===== src/rtl/regarb_pkg.sv =====
// Shared widths and the write-entry record for the register-file write arbiter.
// Latency: none, declarations only.
// Backpressure: not applicable.
package regarb_pkg;

   localparam int REG_ADDR_W = 5;
   localparam int DATA_W     = 32;
   localparam int NUM_REGS   = 32;
   localparam int MAX_REQ    = 4;
   localparam int IDX_W      = $clog2(MAX_REQ);

   // One buffered, staged or launched register write
   typedef struct packed {
      logic                  valid;
      logic [REG_ADDR_W-1:0] regno;
      logic [DATA_W-1:0]     data;
   } wr_entry_t;

endpackage


===== src/rtl/regarb_rr_pick.sv =====
// One-hot picker: grants the first set request at or after index base, wrapping modulo N.
// Latency: combinational.
// Backpressure: none; gnt is all zero when no request is set.
module regarb_rr_pick
   import regarb_pkg::*;
#(
   parameter int N = 2
) (
   input  logic [N-1:0]     req,
   input  logic [IDX_W-1:0] base,
   output logic [N-1:0]     gnt
);

   logic found;

   // scan from base upward with wrap-around and keep the first hit
   always_comb begin
      gnt   = '0;
      found = 1'b0;
      for (int k = 0; k < N; k++) begin
         if (!found && req[(int'(base) + k) % N]) begin
            gnt[(int'(base) + k) % N] = 1'b1;
            found = 1'b1;
         end
      end
   end

endmodule


===== src/rtl/regfile_write_arbiter.sv =====
// Shares the register-file write port among NUM_REQ one-entry writeback buffers; REGARB_ROUND_ROBIN_EN selects round-robin, otherwise fixed priority (lowest index wins).
// Latency: accept at E0, staged at E1, launched on the falling edge after E1, committed by the register file at E2.
// Backpressure: req_ready[i] is low only while buffer i is full and not granted this cycle; the write stage never stalls.
module regfile_write_arbiter
   import regarb_pkg::*;
#(
   parameter int NUM_REQ = 2
) (
   input  logic                          clk,
   input  logic                          reset,
   input  logic [NUM_REQ-1:0]            req_valid,
   output logic [NUM_REQ-1:0]            req_ready,
   input  logic [REG_ADDR_W*NUM_REQ-1:0] req_reg,
   input  logic [DATA_W*NUM_REQ-1:0]     req_data,
   output logic [REG_ADDR_W-1:0]         WriteReg,
   output logic [DATA_W-1:0]             WriteData,
   output logic                          RegWrite,
   output logic [NUM_REQ-1:0]            grant,
   output logic [NUM_REGS-1:0]           pending
);

   wr_entry_t          buf_q [NUM_REQ];
   wr_entry_t          wr_q;
   wr_entry_t          launch_q;
   wr_entry_t          sel;
   logic [NUM_REQ-1:0] buf_valid;
   logic [IDX_W-1:0]   base;

   // occupancy vector feeding the arbiter
   always_comb begin
      buf_valid = '0;
      for (int i = 0; i < NUM_REQ; i++) begin
         buf_valid[i] = buf_q[i].valid;
      end
   end

   regarb_rr_pick #(
      .N (NUM_REQ)
   ) u_pick (
      .req  (buf_valid),
      .base (base),
      .gnt  (grant)
   );

`ifdef REGARB_ROUND_ROBIN_EN
   logic [IDX_W-1:0] ptr_q;
   logic [IDX_W-1:0] gnt_idx;

   // encode the one-hot grant into an index
   always_comb begin
      gnt_idx = '0;
      for (int i = 0; i < NUM_REQ; i++) begin
         if (grant[i]) gnt_idx = IDX_W'(i);
      end
   end

   // pointer holds the last granted requester; reset value makes requester 0 first
   always_ff @(posedge clk or posedge reset) begin
      if (reset) begin
         ptr_q <= IDX_W'(NUM_REQ - 1);
      end else if (|grant) begin
         ptr_q <= gnt_idx;
      end
   end

   // search starts one past the last winner; a single requester has nothing to rotate
   always_comb begin
      base = '0;
      if (NUM_REQ > 1) begin
         base = (ptr_q == IDX_W'(NUM_REQ - 1)) ? '0 : ptr_q + IDX_W'(1);
      end
   end
`else
   assign base = '0;
`endif

   // a full buffer can still take a new write in the cycle it drains
   assign req_ready = ~buf_valid | grant;

   // one-entry holding buffers: load on transfer, empty when granted and not refilled
   always_ff @(posedge clk or posedge reset) begin
      if (reset) begin
         for (int i = 0; i < NUM_REQ; i++) begin
            buf_q[i] <= '0;
         end
      end else begin
         for (int i = 0; i < NUM_REQ; i++) begin
            if (req_valid[i] && req_ready[i]) begin
               buf_q[i].valid <= 1'b1;
               buf_q[i].regno <= req_reg[REG_ADDR_W*i +: REG_ADDR_W];
               buf_q[i].data  <= req_data[DATA_W*i +: DATA_W];
            end else if (grant[i]) begin
               buf_q[i].valid <= 1'b0;
            end
         end
      end
   end

   // route the granted buffer toward the write stage
   always_comb begin
      sel = '0;
      for (int i = 0; i < NUM_REQ; i++) begin
         if (grant[i]) sel = buf_q[i];
      end
   end

   // write stage always accepts; address/data hold when idle
   always_ff @(posedge clk or posedge reset) begin
      if (reset) begin
         wr_q <= '0;
      end else begin
         wr_q.valid <= sel.valid;
         if (sel.valid) begin
            wr_q.regno <= sel.regno;
            wr_q.data  <= sel.data;
         end
      end
   end

   // launch on the falling edge so RegWrite is settled across the gated clock high phase
   always_ff @(negedge clk or posedge reset) begin
      if (reset) begin
         launch_q <= '0;
      end else begin
         launch_q <= wr_q;
      end
   end

   assign RegWrite  = launch_q.valid;
   assign WriteReg  = launch_q.regno;
   assign WriteData = launch_q.data;

   // hazard mask: buffered plus staged writes. A launched write is still held by the
   // write stage until its commit edge, so the stage term covers it; reading the launch
   // flops directly would keep the bit set for half a cycle past the commit.
   always_comb begin
      pending = '0;
      for (int i = 0; i < NUM_REQ; i++) begin
         if (buf_q[i].valid) pending[buf_q[i].regno] = 1'b1;
      end
      if (wr_q.valid) pending[wr_q.regno] = 1'b1;
   end

endmodule


===== config.mk =====
export PLATFORM = sky130hd
export DESIGN_NAME = regfile_write_arbiter
export DESIGN_NICKNAME = d
export VERILOG_FILES = /design/src/rtl/regarb_pkg.sv /design/src/rtl/regarb_rr_pick.sv /design/src/rtl/regfile_write_arbiter.sv
export SDC_FILE = /design/constraint.sdc
export NUM_CORES = 1
export LEC_CHECK = 0
export ABC_CLOCK_PERIOD_IN_PS = 11400
export CORE_ASPECT_RATIO = 2
export CORE_MARGIN = 10
export CORE_UTILIZATION = 40
export DETAILED_ROUTE_END_ITERATION = 8
export DONT_BUFFER_PORTS = 1
export PLACE_DENSITY_LB_ADDON = 0.05
export SLEW_MARGIN = 20
export SYNTH_ARGS = -nofsm -noshare
export SYNTH_HDL_FRONTEND = slang
export SYNTH_SLANG_ARGS = --single-unit
export TNS_END_PERCENT = 50

===== constraint.sdc =====
create_clock -name clk -period 11.4 [get_ports clk]
set_clock_uncertainty 0.05 [all_clocks]
set_input_delay 1.14 -clock clk [delete_from_list [all_inputs] [get_ports clk]]
set_output_delay 1.14 -clock clk [all_outputs]
set_load 0.03 [all_outputs]

==> run_results.csv <==
group,metric,value,unit
global_routing,grt_usage,0.153,
power,comb_power_share,0.121,
synthesis,synth_area_per_cell,12.6,µm²
floorplanning,start_util,0.409,
synthesis,muxShareOfSynthArea,0.206,
synthesis,syn_inst,512,
route,vias,3900,
clocking,cts_tree,"yes",
clocking,cts_htree_levels,4,
global_routing,grt_pass1_vias,4083,
layout,drive_gt1_frac,0.238,
layout,nNetsFinal,574,
floorplanning,fp-row-count,65,
setup_path,start_kind,"flip-flop",
synthesis,synth.top_cells.by_area,"dfrtp_1 (44%), dfrtn_1 (15%), mux2_2 (8.0%)",
place,hpwl,10.9,mm
power,p_int,0.990,mW
power,p_clk_frac,0.382,
status,status,"finished clean",
clocking,clk_latency,0.42,ns
power,p_switching,0.426,mW
worst_hold_path,hp-class,"reg -> reg",
synthesis,synth_top_family_by_area,"multiplexers",
timing,tns,0,ns
synthesis,ys_warn_count,0,
route,drt_iter0_markers,245,
synthesis,ys_types,27,
route,dr.pass1.iters,6,
power,seq_power_share,0.497,
layout,n_antenna_cell,0,
route,ant_nets,0,
synthesis,synth.cell_area,0.00645,mm²
place,place_congestion,0.786,
synthesis,synthXorXnorAreaFrac,0,
synthesis,synth-simple-area-share,0.105,
global_routing,antenna_found_initial,2,
timing,rsz0062_at_grt,"false",
global_routing,grt_pass1_wl,24.9,mm
clocking,root_buffer,"clkbuf_16",
place,portBuffers,0,
job,drv_cap,0,
power,swShare,0.301,
layout,fill_cells,1486,
route,avgViaCountPerCell,5.49,
synthesis,yosysSeqAreaShare,0.589,
setup_path,crit_arrival,6.67,ns
synthesis,yosysTopAreaCell,"dfrtp_1",
global_routing,grt_max_degree,84,
synthesis,synth_nets,590,
route,met1_length,5.95,mm
route,highest_layer,"met5",
timing,setup_viol,0,
clocking,clkSlewWorstSetupHoldPaths,0.06,ns
setup_path,crit_type,"reg -> out",
route,wl_met2,8.73,mm
setup_path,critPathMaxFanout,1,
power,ir_drop,135,µV
global_routing,gr-total-overflow,0,
layout,final_common_cell,"dfrtp_1",
setup_path,end_kind,"primary output",
route,drcViolationCount,0,
route,wl_per_cell,23.1,µm
synthesis,synth-compound-area-share,0.0659,
timing,hold_viol,0,
clocking,cts_num_sinks,152,
clocking,cts_buffer_depth,2,
timing,whs,0.424,ns
layout,area_delta_synth_final,10.4,%
route,wl,16.4,mm
floorplanning,core_area,0.0158,mm²
power,p_leak,3.35,nW
timing,relSlewSlack,0.462,
timing,drv_slew,0,
clocking,postCtsHoldBufs,0,
floorplanning,dieArea,0.0219,mm²
power,p_per_area,199,mW/mm²
floorplanning,pin_count,152,
clocking,cts_setup_buffers,0,
clocking,cts_made_buffers,17,
route,met3WireLength,1.31,mm
layout,layout_common_cells,"dfrtp_1 (112), nand2_1 (96), mux2_2 (46)",
clocking,post_cts_resized,0,
setup_path,required,10.21,ns
floorplanning,die_h,200,µm
floorplanning,die_width,110,µm
timing,worst_pin_slew,0.807,ns
synthesis,yosys.area_share.adder,0,
synthesis,synth-seq-cells,152,
synthesis,synth_top_area_frac,0.442,
[stage by stage]
stage          std cells  power (mW)  worst slack [ns]  instance area, µm²  utilization
2_1_floorplan        512       0.844             0.578                6450            -
3_3_place_gp         678       0.882              3.69                6550        0.415
3_5_place_dp         678       0.887              3.66                6560        0.416
4_1_cts              710        1.44              3.51                7120        0.452
5_1_grt              710        1.48              3.50                7120        0.452
6_report             710        1.42              3.54                7120        0.452
[final cells by class]
type	count	area [µm²]	area share
Inverter	3	16.3	0.00228
Sequential cell	152	3810	0.534
Clock buffer	17	425	0.0597
Clock inverter	15	143	0.0200
Tap cell	201	251	0.0353
Multi-Input combinational cell	318	2440	0.342
Timing Repair Buffer	4	42.5	0.00597
[layer usage]
layer	global-route usage	vias to the layer above
li1	-	1742
met1	0.172	1958
met2	0.255	160
met3	0.0523	36
met4	0.0654	4
met5	0	-
[power groups by stage]
stage                     Sequential, mW  Combinational (mW)  Clock (mW)
after CTS                          0.706               0.173       0.558
after detailed placement           0.714               0.173           0
after global routing               0.715               0.187       0.582
after floorplan                    0.689               0.155           0
after global placement             0.713               0.169           0
final                              0.704               0.171       0.541
[tightest hold or removal path, delay by kind of cell (launching register included)]
family	cells	cell delay, ns
simple gates	1	0.04
compound gates	1	0.06
flops	1	0.34
[cells by family after synthesis]
kind of cell	count (synthesis)
and+or+nand+nor	137
AOI/OAI and AO/OA	68
other	1
buffers and inverters	42
DFF	152
muxes	112
[state kept, by name, indices dropped and copies added (netlist names)]
name / count
RegWrite: 1
WriteData: 32
WriteReg: 5
buf_q: 76
wr_q: 38
[final timing paths]
check | to | cells past startpoint | from | slack (ns)
worst min-delay path | wr_q[25] | 2 | buf_q[63] | 0.42
worst min register to register | wr_q[25] | 2 | buf_q[63] | 0.42
max in group asynchronous | WriteReg[0] | 2 | reset | 4.13
worst max-delay path | WriteReg[0] | 0 | WriteReg[0] | 3.54
worst max register to register | WriteReg[4] | 0 | wr_q[36] | 4.91
min in group asynchronous | buf_q[37] | 1 | reset | 0.61
[cell usage after synthesis (all sizes together)]
cell type and n:
or2 1, clkbuf 21, a222oi 2, and3b 15, dfrtn 38, o21ai 36, conb 1, dfrtp 114
a22oi 30, and2 1, nor3 3, nor2b 1, nand2 97, nor3b 12, inv 3, nand2b 1
buf 18, mux2i 36, mux2 76, and3 6
No activity file was read; power rests on OpenSTA's default activity.
